--- config.mk ---
export PLATFORM = sky130hd
export DESIGN_NAME = adh_bus_mux
export DESIGN_NICKNAME = d
export VERILOG_FILES = /design/src/rtl/adh_bus_mux.sv
export SDC_FILE = /design/constraint.sdc
export NUM_CORES = 1
export LEC_CHECK = 0
export ABC_AREA = 1
export ABC_CLOCK_PERIOD_IN_PS = 800
export BUFFER_PORTS_ARGS = -buffer_cell sky130_fd_sc_hd__buf_2
export CAP_MARGIN = 20
export CORE_MARGIN = 8
export CORE_UTILIZATION = 35
export CTS_BUF_LIST = sky130_fd_sc_hd__clkbuf_8
export DETAILED_ROUTE_END_ITERATION = 10
export PLACE_DENSITY = 0.75
export SKIP_CTS_REPAIR_TIMING = 1
export SKIP_LAST_GASP = 1
export SLEW_MARGIN = 20
export SYNTH_ARGS = -nofsm -noshare
export SYNTH_HDL_FRONTEND = slang
export SYNTH_SLANG_ARGS = --single-unit
--- constraint.sdc ---
create_clock -name CLK -period 0.8 [get_ports CLK]
set_input_delay 0.16 -clock CLK [delete_from_list [all_inputs] [get_ports CLK]]
set_output_delay 0.16 -clock CLK [all_outputs]
set_load 0.05 [all_outputs]
--- src/rtl/adh_bus_mux.sv ---
// adh_bus_mux: one-hot ADH source selector with wired-AND conflict behaviour, registered copy and sticky conflict flag.
// Define ADH_HOLD_EN to make an idle bus (CNTL=000) keep its last driven value instead of IDLE_VAL.
module adh_bus_mux #(
    parameter int            WIDTH    = 8,
    parameter int            NSRC     = 3,
    parameter logic [WIDTH-1:0] IDLE_VAL = '0
) (
    input  logic             CLK,
    input  logic             RST,
    input  logic [NSRC-1:0]  CNTL,
    input  logic [WIDTH-1:0] IN0,
    input  logic [WIDTH-1:0] IN1,
    input  logic [WIDTH-1:0] IN2,
    output logic [WIDTH-1:0] OUT,
    output logic [WIDTH-1:0] OUT_Q,
    output logic             CONFLICT,
    output logic             CONF_STK
);
    logic [WIDTH-1:0] src [3];
    logic [2:0]       sel;
    logic [WIDTH-1:0] wired;
    logic [WIDTH-1:0] idle;

    assign src[0] = IN0;
    assign src[1] = IN1;
    assign src[2] = IN2;

    // Unknown select bits never count as selected
    always_comb begin
        sel   = '0;
        wired = '1;
        for (int i = 0; i < 3; i++) begin
            sel[i] = (CNTL[i] === 1'b1);
            wired  = sel[i] ? (wired & src[i]) : wired;
        end
    end

    assign CONFLICT = (sel & (sel - 3'd1)) != 3'd0;
    assign OUT      = (sel == 3'd0) ? idle : wired;

`ifdef ADH_HOLD_EN
    logic [WIDTH-1:0] held;

    always_ff @(posedge CLK or posedge RST) begin
        if (RST)
            held <= '0;
        else if (sel != 3'd0)
            held <= OUT;
    end

    assign idle = held;
`else
    assign idle = IDLE_VAL;
`endif

    always_ff @(posedge CLK or posedge RST) begin
        if (RST) begin
            OUT_Q    <= '0;
            CONF_STK <= 1'b0;
        end else begin
            OUT_Q    <= OUT;
            CONF_STK <= CONF_STK | CONFLICT;
        end
    end
endmodule

Word-level counts from Yosys, hierarchy flattened
Index checks and enable logic that the tools add are counted.
Word-level totals
  register bits: 9
  input port bits: 29
  output and inout port bits: 18
  logic and storage cells: 16
Operators by class
  add/sub/neg operators: 1
  equal/unequal tests: 3
  multiplexer cells: 4
  bitwise operators: 4
  reductions and logical operators: 2
Operator list (count)
  $mux 8: 4
  $and 8x8->8: 2
  $and 3x3->3: 1
  $eqx 1x1->1 const B: 3
  $logic_not 3->1: 1
  $reduce_bool 3->1: 1
  $sub 3x1->3 const B: 1
  $or 1x1->1: 1

Depth between registers and ports, before layout
  depth after elaboration: 7
  mapped depth: 4
  gate-level depth less buffers: 4

Worst setup path after synthesis
OpenSTA, ideal clock, no wires.
  kind: input to register
  from: in CNTL[1]
  to: reg OUT_Q[0]
  setup time: 0.203 ns
  arrival time: 1.104 ns
  path slack: -0.506 ns
  stages: 4
  cells stage by stage: buf_4 nand2_1 nand3_1 nor2_1
Between the ends
  longest elaborated chain between the ends: 5
RTL lines
  from (decl): RTL line 10  | input logic [NSRC-1:0] CNTL,
  $eqx 1x1->1 (*): RTL line 33  | sel[i] = (CNTL[i] === 1'b1);
  $mux 8: RTL line 34  | wired = sel[i] ? (wired & src[i]) : wired;
  $and 8x8->8: RTL line 34
  $mux 8: RTL line 34
  $mux 8 (*): RTL line 39  | assign OUT = (sel == 3'd0) ? idle : wired;
  via OUT[0]: RTL line 14  | output logic [WIDTH-1:0] OUT,
  to (signal assigned): RTL line 58  | OUT_Q <= '0;
  to (signal assigned): RTL line 61  | OUT_Q <= OUT;
  to (decl): RTL line 15  | output logic [WIDTH-1:0] OUT_Q,
Mark *: on every way through the listed nets, which the timed path passes. The rest lies on a longest branch.

Worst setup path in the final report
  from: in CNTL[1]
  to: out OUT[6]
Between the ends
  longest elaborated chain between the ends: 5
RTL lines (RTL line)
  $eqx 1x1->1 (*): 33
  $mux 8: 34
  $and 8x8->8: 34
  $mux 8: 34
  $mux 8 (*): 39
  to (decl): 14
Every way passes the cells marked *; elsewhere a longest branch is shown, timed or not.

==> flow_metrics.tcl <==
set metrics [dict create \
    clockRootBuffer "clkbuf_8" \
    critPathCaptureType "output port" \
    fp.dieH_um 55.6 \
    area_growth_pct 121 \
    start_util_pct 36.9 \
    path_clk_slew_ns 0.05 \
    routabilityCongestion 0.686 \
    track_usage_pct 10.0 \
    grt-ovfl-total 0 \
    syn_inst 82 \
    p_sw_share_pct 38.8 \
    num_rows 14 \
    pre_cts_slack_ns -0.460 \
    grt_antenna_before_repair 0 \
    dr.pass1.iters 4 \
    grt_max_degree 11 \
    design_area_sq_mm 0.00121 \
    cap_violations 0 \
    drc 0 \
    placed_area_sq_um 846 \
    syn_nets 111 \
    power_frac_seq_pct 26.4 \
    die_area_sq_mm 0.00309 \
    cts.sinks 9 \
    grt_pass1_vias 603 \
    status "finished with violations" \
    dieWidth_um 55.6 \
    drive_above_1_share_pct 59.2 \
    relSlewSlack_pct 75.6 \
    hpwlAfterDp_mm 1.44 \
    clockPowerShare_pct 27.1 \
    ys_seq_area_share_pct 41.0 \
    cts_tree "yes" \
    clk_latency_ns 0.23 \
    drtIter0Drc 18 \
    h-tree-depth 1 \
    setup_viol 19 \
    core_area_sq_mm 0.00149 \
    hold_class "in2reg" \
    drt-total-wl_mm 2.78 \
    n_antenna_cell 0 \
    powerDensity_mw_per_mm2 1610 \
    grt_pass1_wl_mm 2.66 \
    pwr-share-comb_pct 46.4 \
    violations "negative setup slack" \
    ys_types 10 \
    multiInputGateArea_sq_um 315 \
    fin_crit_sh_pct 133 \
    n_fill_cell 85 \
    cp.arrival_ns 0.91 \
    start_kind "input port" \
    cts_made_buffers 3 \
    seqCellArea_sq_um 226 \
    power.total_mw 1.95 \
    cts.path.max_buffers 2 \
    worstMarginPinSlew_ns 0.366 \
    hold_viol 0 \
    io-pin-count 47 \
    netlist_area_sq_um 549 \
    ys_ff_latch 9 \
    r2r_setup_slack_ns -0.05 \
    drtAntennaViolNets 0 \
    p_leak_nw 0.709 \
    rsz0062_at_grt "true" \
    synth_warnings 0 \
    internal_power_mw 1.19 \
    critPathKind "in2out" \
    crit_required_ns 0.64 \
    via_count 751 \
    max_freq_mhz 937 \
    power_switching_mw 0.756 \
    fin_skew_ns 0 \
    setup_slack_ns -0.267 \
    tns_ns -3.21 \
    fin_crit_ns 1.07 \
    syn-mean-instance-area_sq_um 6.70 \
    nets 172 \
    port_buffers 46 \
    cp_max_fo 5 \
    vdd_drop_max_mv 0.874 \
    wl_per_cell_um 17.6 \
    via_per_inst 4.75 \
    slew_viol_final 0 \
]
## flip-flops by register name, summed over array words and instances (netlist names)
name	count
OUT_Q	8
CONF_STK	1
## through the flow
stage,hold WS (ns),utilization (%),cells
after floorplan,-0.0121,-,82
after CTS,-0.123,59.8,152
after detailed placement,0.116,56.8,148
after global placement,0.117,56.8,148
final,0.290,81.4,158
after global routing,0.308,81.4,158
## synthesized netlist by cell type (all sizes together)
| cell | n | area, sq um |
|---|---|---|
| nor2 | 8 | 30.0 |
| buf | 3 | 30.0 |
| nand3b | 1 | 7.51 |
| dfrtp | 9 | 225 |
| inv | 25 | 93.8 |
| nand3 | 8 | 40.0 |
| nor3 | 1 | 16.3 |
| o21ai | 1 | 8.76 |
| nand2 | 26 | 97.6 |
## cells by family after synthesis
| kind of cell | after synthesis | synth area share [%] |
|---|---|---|
| flip-flops | 9 | 41.0 |
| AND/OR/NAND/NOR | 44 | 34.9 |
| AO/OA/AOI/OAI | 1 | 1.59 |
| buffers and inverters | 28 | 22.6 |
## power groups by stage
stage	clock, mW	combinational (mW)	sequential, mW
after floorplan	0	0.303	0.645
after CTS	0.497	0.630	0.502
final	0.529	0.904	0.515
after global placement	0	0.620	0.506
after detailed placement	0	0.629	0.508
after global routing	0.557	0.942	0.518
## worst paths after layout
kind | startpoint | endpoint | cells after the start
max | CNTL[1] | OUT[6] | 6
min | IN1[7] | OUT_Q[7]$_DFF_PP0_ | 5
max reg2reg | CONF_STK$_DFF_PP0_ | CONF_STK$_DFF_PP0_ | 2
min reg2reg | CONF_STK$_DFF_PP0_ | CONF_STK$_DFF_PP0_ | 2
max in group asynchronous | RST | CONF_STK$_DFF_PP0_ | 3
min in group asynchronous | RST | OUT_Q[4]$_DFF_PP0_ | 3
## routing by layer
layer  up-vias  global-route usage (%)  wire length, um  share of wire (%)
met5         -                       0                0                  0
met4         0                    3.17                0                  0
met3         0                    3.88              210                7.6
met2        40                    18.6             1510                 55
met1       362                    9.83             1050                 38
li1        349                       -                -                  -
## layout make-up
type	instances	share of cell area, %
Multi-Input combinational cell	45	26.0
Clock buffer	3	3.41
Inverter	25	7.74
Clock inverter	1	0.310
Timing Repair Buffer	59	42.2
Tap cell	16	1.65
Sequential cell	9	18.7
## placed cells by master, fill, tap and decap left out
| cell type | synthesis | layout |
|---|---|---|
| inv_1 | 25 | 26 |
| buf_2 | 0 | 25 |
| nand2_1 | 26 | 21 |
| buf_6 | 2 | 19 |
| dfrtp_1 | 9 | 8 |
| nor2_4 | 0 | 8 |
| nand3_2 | 0 | 7 |
| buf_4 | 1 | 7 |
| buf_8 | 0 | 6 |
| nand2_2 | 0 | 5 |
| clkbuf_8 | 0 | 3 |
| dfrtp_2 | 0 | 1 |
| nor3_4 | 1 | 1 |
| nand3_1 | 8 | 1 |
| o21ai_4 | 0 | 1 |
| nand3b_1 | 1 | 1 |
| dlygate4sd3_1 | 0 | 1 |
| buf_12 | 0 | 1 |
## critical path, stage by stage
cell and delay (ns):
buf_8 0.11, buf_6 0.13, nand2_1 0.08, nand3_2 0.10
nor2_4 0.16, buf_6 0.17
No activity file was read; power rests on OpenSTA's default activity.
